==> src/rtl/uart_tx_fifo.sv <==
// Buffered UART transmitter: a circular FIFO feeding a start/data/parity/stop framer.
// Frames leave back-to-back while tx_en is high and the FIFO holds data.
module uart_tx_fifo #(
  parameter int CLOCK_RATE = 50000000,
  parameter int BAUD_RATE  = 9600,
  parameter int DATA_BITS  = 8,
  parameter int PARITY     = 0,
  parameter int STOP_BITS  = 1,
  parameter int FIFO_DEPTH = 16
) (
  input  logic                          clk,
  input  logic                          rst,
  input  logic                          wr_en,
  input  logic [DATA_BITS-1:0]          wr_data,
  input  logic                          tx_en,
  input  logic                          ovf_clr,
  output logic                          full,
  output logic                          empty,
  output logic [$clog2(FIFO_DEPTH):0]   count,
  output logic                          overflow,
  output logic                          tx,
  output logic                          busy,
  output logic                          tx_done
);
  localparam int DIV    = CLOCK_RATE / BAUD_RATE;
  localparam int BAUD_W = (DIV > 1) ? $clog2(DIV) : 1;
  localparam int ADDR_W = $clog2(FIFO_DEPTH);
  localparam int CNT_W  = ADDR_W + 1;
  localparam int BIT_W  = 4;

  localparam logic [BAUD_W-1:0] BAUD_LAST = BAUD_W'(DIV - 1);
  localparam logic [BIT_W-1:0]  DATA_LAST = BIT_W'(DATA_BITS - 1);
  localparam logic [BIT_W-1:0]  STOP_LAST = BIT_W'(STOP_BITS - 1);
  localparam logic [CNT_W-1:0]  DEPTH_C   = CNT_W'(FIFO_DEPTH);

  typedef enum logic [2:0] {
    ST_IDLE,
    ST_START,
    ST_DATA,
    ST_PARITY,
    ST_STOP
  } state_t;

  // FIFO storage and bookkeeping
  logic [DATA_BITS-1:0] mem [FIFO_DEPTH];
  logic [DATA_BITS-1:0] rd_data_reg;
  logic [ADDR_W-1:0]    wr_ptr_reg;
  logic [ADDR_W-1:0]    rd_ptr_reg;
  logic [CNT_W-1:0]     count_reg;
  logic                 overflow_reg;
  logic                 wr_accept;
  logic                 pop;

  // Framer state
  state_t               state_reg, state_next;
  logic [BAUD_W-1:0]    baud_reg, baud_next;
  logic [BIT_W-1:0]     bit_reg, bit_next;
  logic [DATA_BITS-1:0] shift_reg, shift_next;
  logic                 par_reg, par_next;
  logic                 tx_reg, tx_next;
  logic                 baud_last;

  assign full      = (count_reg == DEPTH_C);
  assign empty     = (count_reg == '0);
  assign count     = count_reg;
  assign overflow  = overflow_reg;
  assign wr_accept = wr_en && !full;
  assign tx        = tx_reg;
  assign busy      = (state_reg != ST_IDLE);
  assign baud_last = (baud_reg == BAUD_LAST);

  // Storage has no reset so it maps onto block RAM; the popped word is captured with the pop.
  always_ff @(posedge clk) begin
    if (wr_accept) mem[wr_ptr_reg] <= wr_data;
    if (pop) rd_data_reg <= mem[rd_ptr_reg];
  end

  always_ff @(posedge clk or posedge rst) begin
    if (rst) begin
      wr_ptr_reg   <= '0;
      rd_ptr_reg   <= '0;
      count_reg    <= '0;
      overflow_reg <= 1'b0;
    end else begin
      if (wr_accept) wr_ptr_reg <= wr_ptr_reg + ADDR_W'(1);
      if (pop) rd_ptr_reg <= rd_ptr_reg + ADDR_W'(1);
      case ({wr_accept, pop})
        2'b10:   count_reg <= count_reg + CNT_W'(1);
        2'b01:   count_reg <= count_reg - CNT_W'(1);
        default: count_reg <= count_reg;
      endcase
      // A dropped write wins over a simultaneous clear.
      if (wr_en && full) overflow_reg <= 1'b1;
      else if (ovf_clr) overflow_reg <= 1'b0;
    end
  end

  always_comb begin
    state_next = state_reg;
    baud_next  = baud_reg + BAUD_W'(1);
    bit_next   = bit_reg;
    shift_next = shift_reg;
    par_next   = par_reg;
    tx_next    = tx_reg;
    pop        = 1'b0;
    tx_done    = 1'b0;
    case (state_reg)
      ST_IDLE: begin
        baud_next = '0;
        tx_next   = 1'b1;
        if (tx_en && !empty) begin
          pop        = 1'b1;
          state_next = ST_START;
          bit_next   = '0;
          par_next   = 1'b0;
          tx_next    = 1'b0;
        end
      end
      ST_START: begin
        if (baud_last) begin
          state_next = ST_DATA;
          baud_next  = '0;
          bit_next   = '0;
          shift_next = rd_data_reg;
          tx_next    = rd_data_reg[0];
          par_next   = rd_data_reg[0];
        end
      end
      ST_DATA: begin
        if (baud_last) begin
          baud_next = '0;
          if (bit_reg == DATA_LAST) begin
            bit_next = '0;
            if (PARITY != 0) begin
              state_next = ST_PARITY;
              tx_next    = (PARITY == 2) ? par_reg : ~par_reg;
            end else begin
              state_next = ST_STOP;
              tx_next    = 1'b1;
            end
          end else begin
            // shift_reg[0] is on the line; bit 1 goes out next
            bit_next   = bit_reg + BIT_W'(1);
            shift_next = shift_reg >> 1;
            tx_next    = shift_reg[1];
            par_next   = par_reg ^ shift_reg[1];
          end
        end
      end
      ST_PARITY: begin
        if (baud_last) begin
          state_next = ST_STOP;
          baud_next  = '0;
          bit_next   = '0;
          tx_next    = 1'b1;
        end
      end
      ST_STOP: begin
        if (baud_last) begin
          baud_next = '0;
          if (bit_reg == STOP_LAST) begin
            tx_done  = 1'b1;
            bit_next = '0;
            if (tx_en && !empty) begin
              pop        = 1'b1;
              state_next = ST_START;
              par_next   = 1'b0;
              tx_next    = 1'b0;
            end else begin
              state_next = ST_IDLE;
            end
          end else begin
            bit_next = bit_reg + BIT_W'(1);
          end
        end
      end
      default: begin
        state_next = ST_IDLE;
        tx_next    = 1'b1;
      end
    endcase
  end

  always_ff @(posedge clk or posedge rst) begin
    if (rst) begin
      state_reg <= ST_IDLE;
      baud_reg  <= '0;
      bit_reg   <= '0;
      shift_reg <= '0;
      par_reg   <= 1'b0;
      tx_reg    <= 1'b1;
    end else begin
      state_reg <= state_next;
      baud_reg  <= baud_next;
      bit_reg   <= bit_next;
      shift_reg <= shift_next;
      par_reg   <= par_next;
      tx_reg    <= tx_next;
    end
  end

endmodule
==> config.mk <==
export PLATFORM = sky130hd
export DESIGN_NAME = uart_tx_fifo
export DESIGN_NICKNAME = d
export VERILOG_FILES = /design/src/rtl/uart_tx_fifo.sv
export SDC_FILE = /design/constraint.sdc
export NUM_CORES = 1
export LEC_CHECK = 0
export ABC_CLOCK_PERIOD_IN_PS = 4490
export BUFFER_PORTS_ARGS = -buffer_cell sky130_fd_sc_hd__buf_2
export CORE_MARGIN = 1.5
export CORE_UTILIZATION = 35
export DETAILED_ROUTE_END_ITERATION = 7
export SLEW_MARGIN = 20
export SYNTH_ARGS = -nofsm -noshare
export SYNTH_HDL_FRONTEND = slang
export SYNTH_SLANG_ARGS = --single-unit
==> constraint.sdc <==
create_clock -name clk -period 4.49 [get_ports clk]
set_input_delay 0.2245 -clock clk [delete_from_list [all_inputs] [get_ports clk]]
set_output_delay 0.2245 -clock clk [all_outputs]
set_load 0.1 [all_outputs]
### After elaboration in Yosys (flattened, before gate mapping)

Memory sizes are Yosys's and may differ from the RTL's. A register that Yosys moved wholly into a read port is not among the register bits.
Index checks and enable logic that the tools add are counted.

| operators by class | value |
|---|---|
| mux-type cells | 43 |
| eq/ne operators | 19 |
| reductions and logical operators | 19 |
| add/sub/neg operators | 6 |

Operator list:

| cell | number |
|---|---|
| one-hot mux 13 bit (2 select lines) | 1 |
| two-way mux 4 bit | 6 |
| two-way mux 8 bit | 3 |
| two-way mux 3 bit | 7 |
| two-way mux 1 bit | 19 |
| inequality test 2 bit (second input constant) | 9 |
| one-hot mux 4 bit (4 select lines) | 1 |
| one-hot mux 8 bit (2 select lines) | 1 |
| one-hot mux 3 bit (5 select lines) | 1 |
| adder 13 x 1 -> 13 bit (second input constant) | 1 |
| equality test 13 bit (second input constant) | 1 |
| two-way mux 13 bit | 1 |
| adder 4 x 1 -> 4 bit (second input constant) | 3 |
| one-hot mux 5 bit (2 select lines) | 1 |
| AND reduction 7 bit | 1 |
| equality test 3 x 2 -> 1 bit (second input constant) | 2 |
| AND reduction 6 bit | 1 |
| nonzero test 2 bit | 3 |
| adder 5 x 1 -> 5 bit (second input constant) | 1 |
| equality test 5 bit (second input constant) | 1 |
| logical NOT 5 bit | 1 |
| one-hot mux 1 bit (5 select lines) | 1 |
| AND reduction 5 bit | 1 |
| subtractor 5 x 1 -> 5 bit (second input constant) | 1 |
| 16 further kinds | 19 |

| storage, ports and cells | value |
|---|---|
| output and inout port bits | 11 |
| register bits | 43 |
| input port bits | 13 |
| memory bits (writable) | 128 |
| memories kept | 1 |

Memory list:

| name | words | width | read ports | clocked after Yosys merged registers in | write ports | RTL line | text |
|---|---|---|---|---|---|---|---|
| mem | 16 | 8 | 1 | 1 | 1 | 45 | `logic [DATA_BITS-1:0] mem [FIFO_DEPTH];` |

### Logic depth before layout (Yosys ltp)

| depth | value |
|---|---|
| depth after elaboration | 9 |
| mapped depth | 13 |

### Least setup slack after synthesis

Ideal clock, no wire load.

| timing | value |
|---|---|
| path kind | flip-flop to flip-flop |
| from | register count_reg[0], in the netlist count[0] |
| to | register count_reg[4], in the netlist count[4] |
| arrival | 3.399 ns |
| stages on the path, launching flop included | 12 |
| period minus slack after synthesis | 3.560 ns |
| path slack | 0.930 ns |
| required time | 4.329 ns |
| cells stage by stage | dfrtp_1 or4_1 o211ai_1 a211oi_4 ha_1 inv_1 fa_1 nor2b_1 o21ai_0 nand3_1 or3b_1 xnor2_1 |

| on the way | value |
|---|---|
| word-level cells in the longest chain between the ends | 9 |
| elaborated cells on any way between the ends | 16 |

Ends and longest elaborated chain:

| element | RTL line | text |
|---|---|---|
| start: declaration | 49 | `logic [CNT_W-1:0] count_reg;` |
| start signal: assignment | 88 | `2'b10: count_reg <= count_reg + CNT_W'(1);` |
| start signal: assignment | 89 | `2'b01: count_reg <= count_reg - CNT_W'(1);` |
| start signal: assignment | 90 | `default: count_reg <= count_reg;` |
| logical NOT 5 bit (*) | 64 | `assign empty = (count_reg == '0);` |
| logical NOT 1 bit (*) | 111, 164 |  |
| logical AND 1 bit (*) | 111, 164 |  |
| two-way mux 1 bit (*) | 111, 164 |  |
| two-way mux 1 bit | 161 | `if (bit_reg == STOP_LAST) begin` |
| two-way mux 1 bit | 159 | `if (baud_last) begin` |
| one-hot mux 1 bit (2 select lines) (*) | 107 | `case (state_reg)` |
| named net pop | 52 | `logic pop;` |
| equality test 2 x 1 -> 1 bit / equality test 2 bit (equally long branches) | 87 | `case ({wr_accept, pop})` |
| one-hot mux 5 bit (2 select lines) / nonzero test 2 bit (equally long branches) | -- |  |

The timed path passes the listed nets; every way through them passes the cells marked *.
A chain may end at the register's enable or synchronous reset.

### Final worst setup path

| timing | value |
|---|---|
| from | register state_reg[1] |
| to | register count_reg[4], in the netlist count[4] |

| on the way | value |
|---|---|
| word-level cells in the longest chain between the ends | 4 |
| elaborated cells on any way between the ends | 7 |

Ends and longest elaborated chain:

| element | RTL line | text |
|---|---|---|
| start: declaration | 55 | `state_t state_reg, state_next;` |
| start signal: assignment | 193 | `state_reg <= state_next;` |
| equality test 3 bit / logical NOT 3 bit (equally long branches) | 107 |  |
| one-hot mux 1 bit (2 select lines) (*) | 107 |  |
| named net pop | 52 |  |
| equality test 2 x 1 -> 1 bit / equality test 2 bit (equally long branches) | 87 |  |
| one-hot mux 5 bit (2 select lines) / nonzero test 2 bit (equally long branches) | -- |  |

Marks and branches as above.

==> summary.md <==
| Metric | Value |
|---|---|
| Final Cell Area | 8470 µm² |
| Multiplexer area fraction after synthesis | 13.7% |
| CTS tree | yes |
| Final ANT Viol Nets | 0 |
| Port Buffers | 23 |
| Initial Utilization | 35.6% |
| DR vias | 3678 |
| CTS Sinks | 178 |
| Async SR Flop Fraction | 23.6% |
| DRC viols | 0 |
| Final Hold Violating Endpoints | 0 |
| DRT iter0 DRCs | 250 |
| Max reg flops | 128 |
| Worst Min Path Start | wr_en |
| RSZ-0062 raised after global routing | false |
| Hold Crit Class | input port to flop |
| Mapped Avg Cell Area | 17.2 µm² |
| Type of origin of the critical path | flop |
| MaxCap Viol Count | 0 |
| Crit path max-delay cell type | or3b_1 |
| Ant diodes | 0 |
| DR WL/cell | 17.2 µm |
| Post-synth EDFFs | 136 |
| Total track usage | 12.7% |
| Rows | 53 |
| Synth Area in Simple Gates | 7.13% |
| Pwr Density | 484 nW/µm² |
| Final setup viols | 0 |
| Die Span Y | 149 µm |
| Fmax | 293 MHz |
| H-Tree Depth | 4 |
| CTS buffer count | 17 |
| Placed cell area | 7860 µm² |
| Sequential share of the synthesized area | 68.9% |
| Synth Area in Adders | 2.42% |
| Leak | 2.99 nW |
| Critical-path maximum fanout | 14 |
| Synthesis-to-layout area growth | 13.6% |
| Cell count after synthesis | 434 |
| Final Max Slew Viols | 0 |
| Post-CTS Setup Repair Bufs | 0 |
| Maximum number of pins on one net before global-route repair | 43 |
| Delay-heaviest family, CP | simple AND/OR/NAND/NOR gates |
| Clock Path Buffers | 2 |
| Worst reg2reg path startpoint | state_reg[1] |
| Cell Area, Synth | 7460 µm² |
| Worst reg2reg path depth | 11 |
| Avg Vias per Cell | 4.88 |
| CP Class | flop to flop |
| Core Area | 21000 µm² |
| Top Ports | 24 |
| Final period utilization | 76.0% |
| Layout Nets | 491 |
| Die W | 149 µm |
| Synthesized flop and latch total | 178 |
| XOR/XNOR share of the synthesized area | 2.47% |
| Setup_tns | 0 ns |
| Total Power | 4.10 mW |
| Peak VDD IR | 0.277 mV |
| Run status | finished, final reports clean |
| WL final | 12900 µm |
| YS warnings | 0 |
| First-pass GRT wire length | 21000 µm |
| Fin crit period | 3.41 ns |
| RePlAce Congestion | 0.794 |
| Critical Path End Type | flop |
| Number of gates resized after CTS | 0 |
| CP cell instances | or3b_1, o22ai_4, a211oi_4, buf_4, ha_1, ha_1, nor2b_1, o21ai_0, a21oi_1, or3b_1, xnor2_1 |
| Worst path required time | 4.79 ns |
| Clock-pin slew on the worst setup and hold paths | 0.07 ns |
| Post-DP HPWL | 8690 µm |
| Max incr delay on CP | 0.62 ns |
| Fill cell count | 1894 |
| Layout cells sized above 1 | 23.8% |
| Hold Slack | 0.0451 ns |
| Die area | 22200 µm² |
| Crit. path cell count | 11 |
| Relative slew slack | 40.4% |
| Reg2reg end | count[4] |
| Reg2reg setup slack | 1.08 ns |
| Clock Latency Late Sink | 0.43 ns |
| Hold Crit Depth | 2 |
| Grt total ovfl | 0 |
| Synthesized Nets | 460 |
| Root buffer cell | clkbuf_16 |
| Initial antenna violation count | 0 |
| Largest family of logic cells by synthesized area | multiplexers |
| Pre-antenna DRT Iters | 4 |
| Hold path endpoint | overflow |
| Skew final | 0.0145 ns |
| Vias in the first global route | 3858 |
| Crit path DAT | 3.71 ns |
| Post-synth top flop | edfxtp_1 |
| Worst Path Buf+Inv | 1 |
| Compound-gate portion of the synthesized area | 3.17% |
| Synth unique cells | 55 |
| Worst-Margin Slew | 0.894 ns |
==> cells in the final DEF (no fill, tap or decap), drive strengths merged, types with 4 or more instances in the layout <==
cell type and instances:
o21ai 19, xnor2 10, nand3 5, ha 12, mux4 40, nand4 5
xor2 11, mux2 4, mux2i 7, nor3 5, buf 30, inv 24
nand2 26, edfxtp 136, clkinv 4, nor2 29, clkbuf 17, nor2b 5
dfrtp 41
==> metal layers <==
layer  share of wire, %  GRT usage (%)  wire (µm)  vias up
li1                   -              -          -     1728
met1                 47           16.9       6030     1881
met2                 49           20.3       6320       57
met3                3.2           3.06        414       12
met4                1.2           4.31        159        0
met5                  0              0          0        -
==> final cells by class <==
| type | count | area, µm² | area share, % |
|---|---|---|---|
| timing repair buffer | 31 | 178 | 2.10 |
| clock inverter | 15 | 180 | 2.13 |
| clock buffer | 17 | 425 | 5.02 |
| inverter | 15 | 56.3 | 0.664 |
| tap | 275 | 344 | 4.06 |
| multi-input combinational | 222 | 2150 | 25.4 |
| sequential | 178 | 5140 | 60.6 |
==> stage by stage <==
stage / util [%] / setup WS, ns / cells
detailed placement: 37.5 / 1.10 / 720
CTS: 40.4 / 1.08 / 753
global route: 40.4 / 0.801 / 753
floorplan: - / 0.930 / 434
finish: 40.4 / 1.08 / 753
global placement: 37.5 / 1.18 / 720
==> power breakdown <==
group | leakage [nW] | internal (mW) | switching (mW)
combinational | 0.938 | 0.147 | 0.430
sequential | 1.76 | 1.94 | 0.0854
clock | 0.297 | 0.804 | 0.699
==> cells in the mapped netlist, types with 2 or more instances <==
cell type,number,share of area (%)
ha_1,12,2.0
and3_1,3,0.25
nor2b_1,4,0.34
nand2_1,26,1.3
nand2b_1,3,0.25
buf_4,2,0.20
nand4_1,5,0.42
nand3_1,5,0.34
mux2_1,3,0.45
o21ai_0,6,0.40
or3b_1,3,0.35
buf_1,4,0.20
nor3_1,5,0.34
nor4_1,3,0.25
nor2_1,28,1.4
and4_1,2,0.23
mux4_2,40,12
edfxtp_1,136,55
dfrtp_1,41,14
mux2i_1,7,0.94
o21ai_1,13,0.87
o211ai_1,3,0.30
xor2_1,11,1.3
xnor2_1,10,1.2
buf_6,4,0.60
clkbuf_1,5,0.25
and2_1,3,0.25
a21oi_1,3,0.20
inv_1,15,0.75
buf_2,4,0.27
==> worst max-delay path by stage <==
stage          slack (ns)       end    startpoint
2_1_floorplan        0.93  count[4]      count[0]
3_3_place_gp         1.18  count[4]  state_reg[1]
3_5_place_dp         1.10  count[4]  state_reg[1]
4_1_cts              1.08  count[4]  state_reg[1]
5_1_grt              0.80  count[4]  state_reg[1]
6_report             1.08  count[4]  state_reg[1]
==> cells by family after synthesis <==
kind of cell             after synthesis
adder cells (fa/ha/maj)               14
flip-flops                           178
AND/OR/NAND/NOR                      101
AO/OA/AOI/OAI                         35
buffers and inverters                 34
XOR/XNOR                              21
multiplexers                          51
==> what timing repair did <==
| action | in CTS | in global routing |
|---|---|---|
| hold buffers | 1 | 0 |
| setup endpoints to repair | 0 | 0 |
| endpoints found under the hold margin | 41 | 0 |
Power figures use the tool's default switching activity.
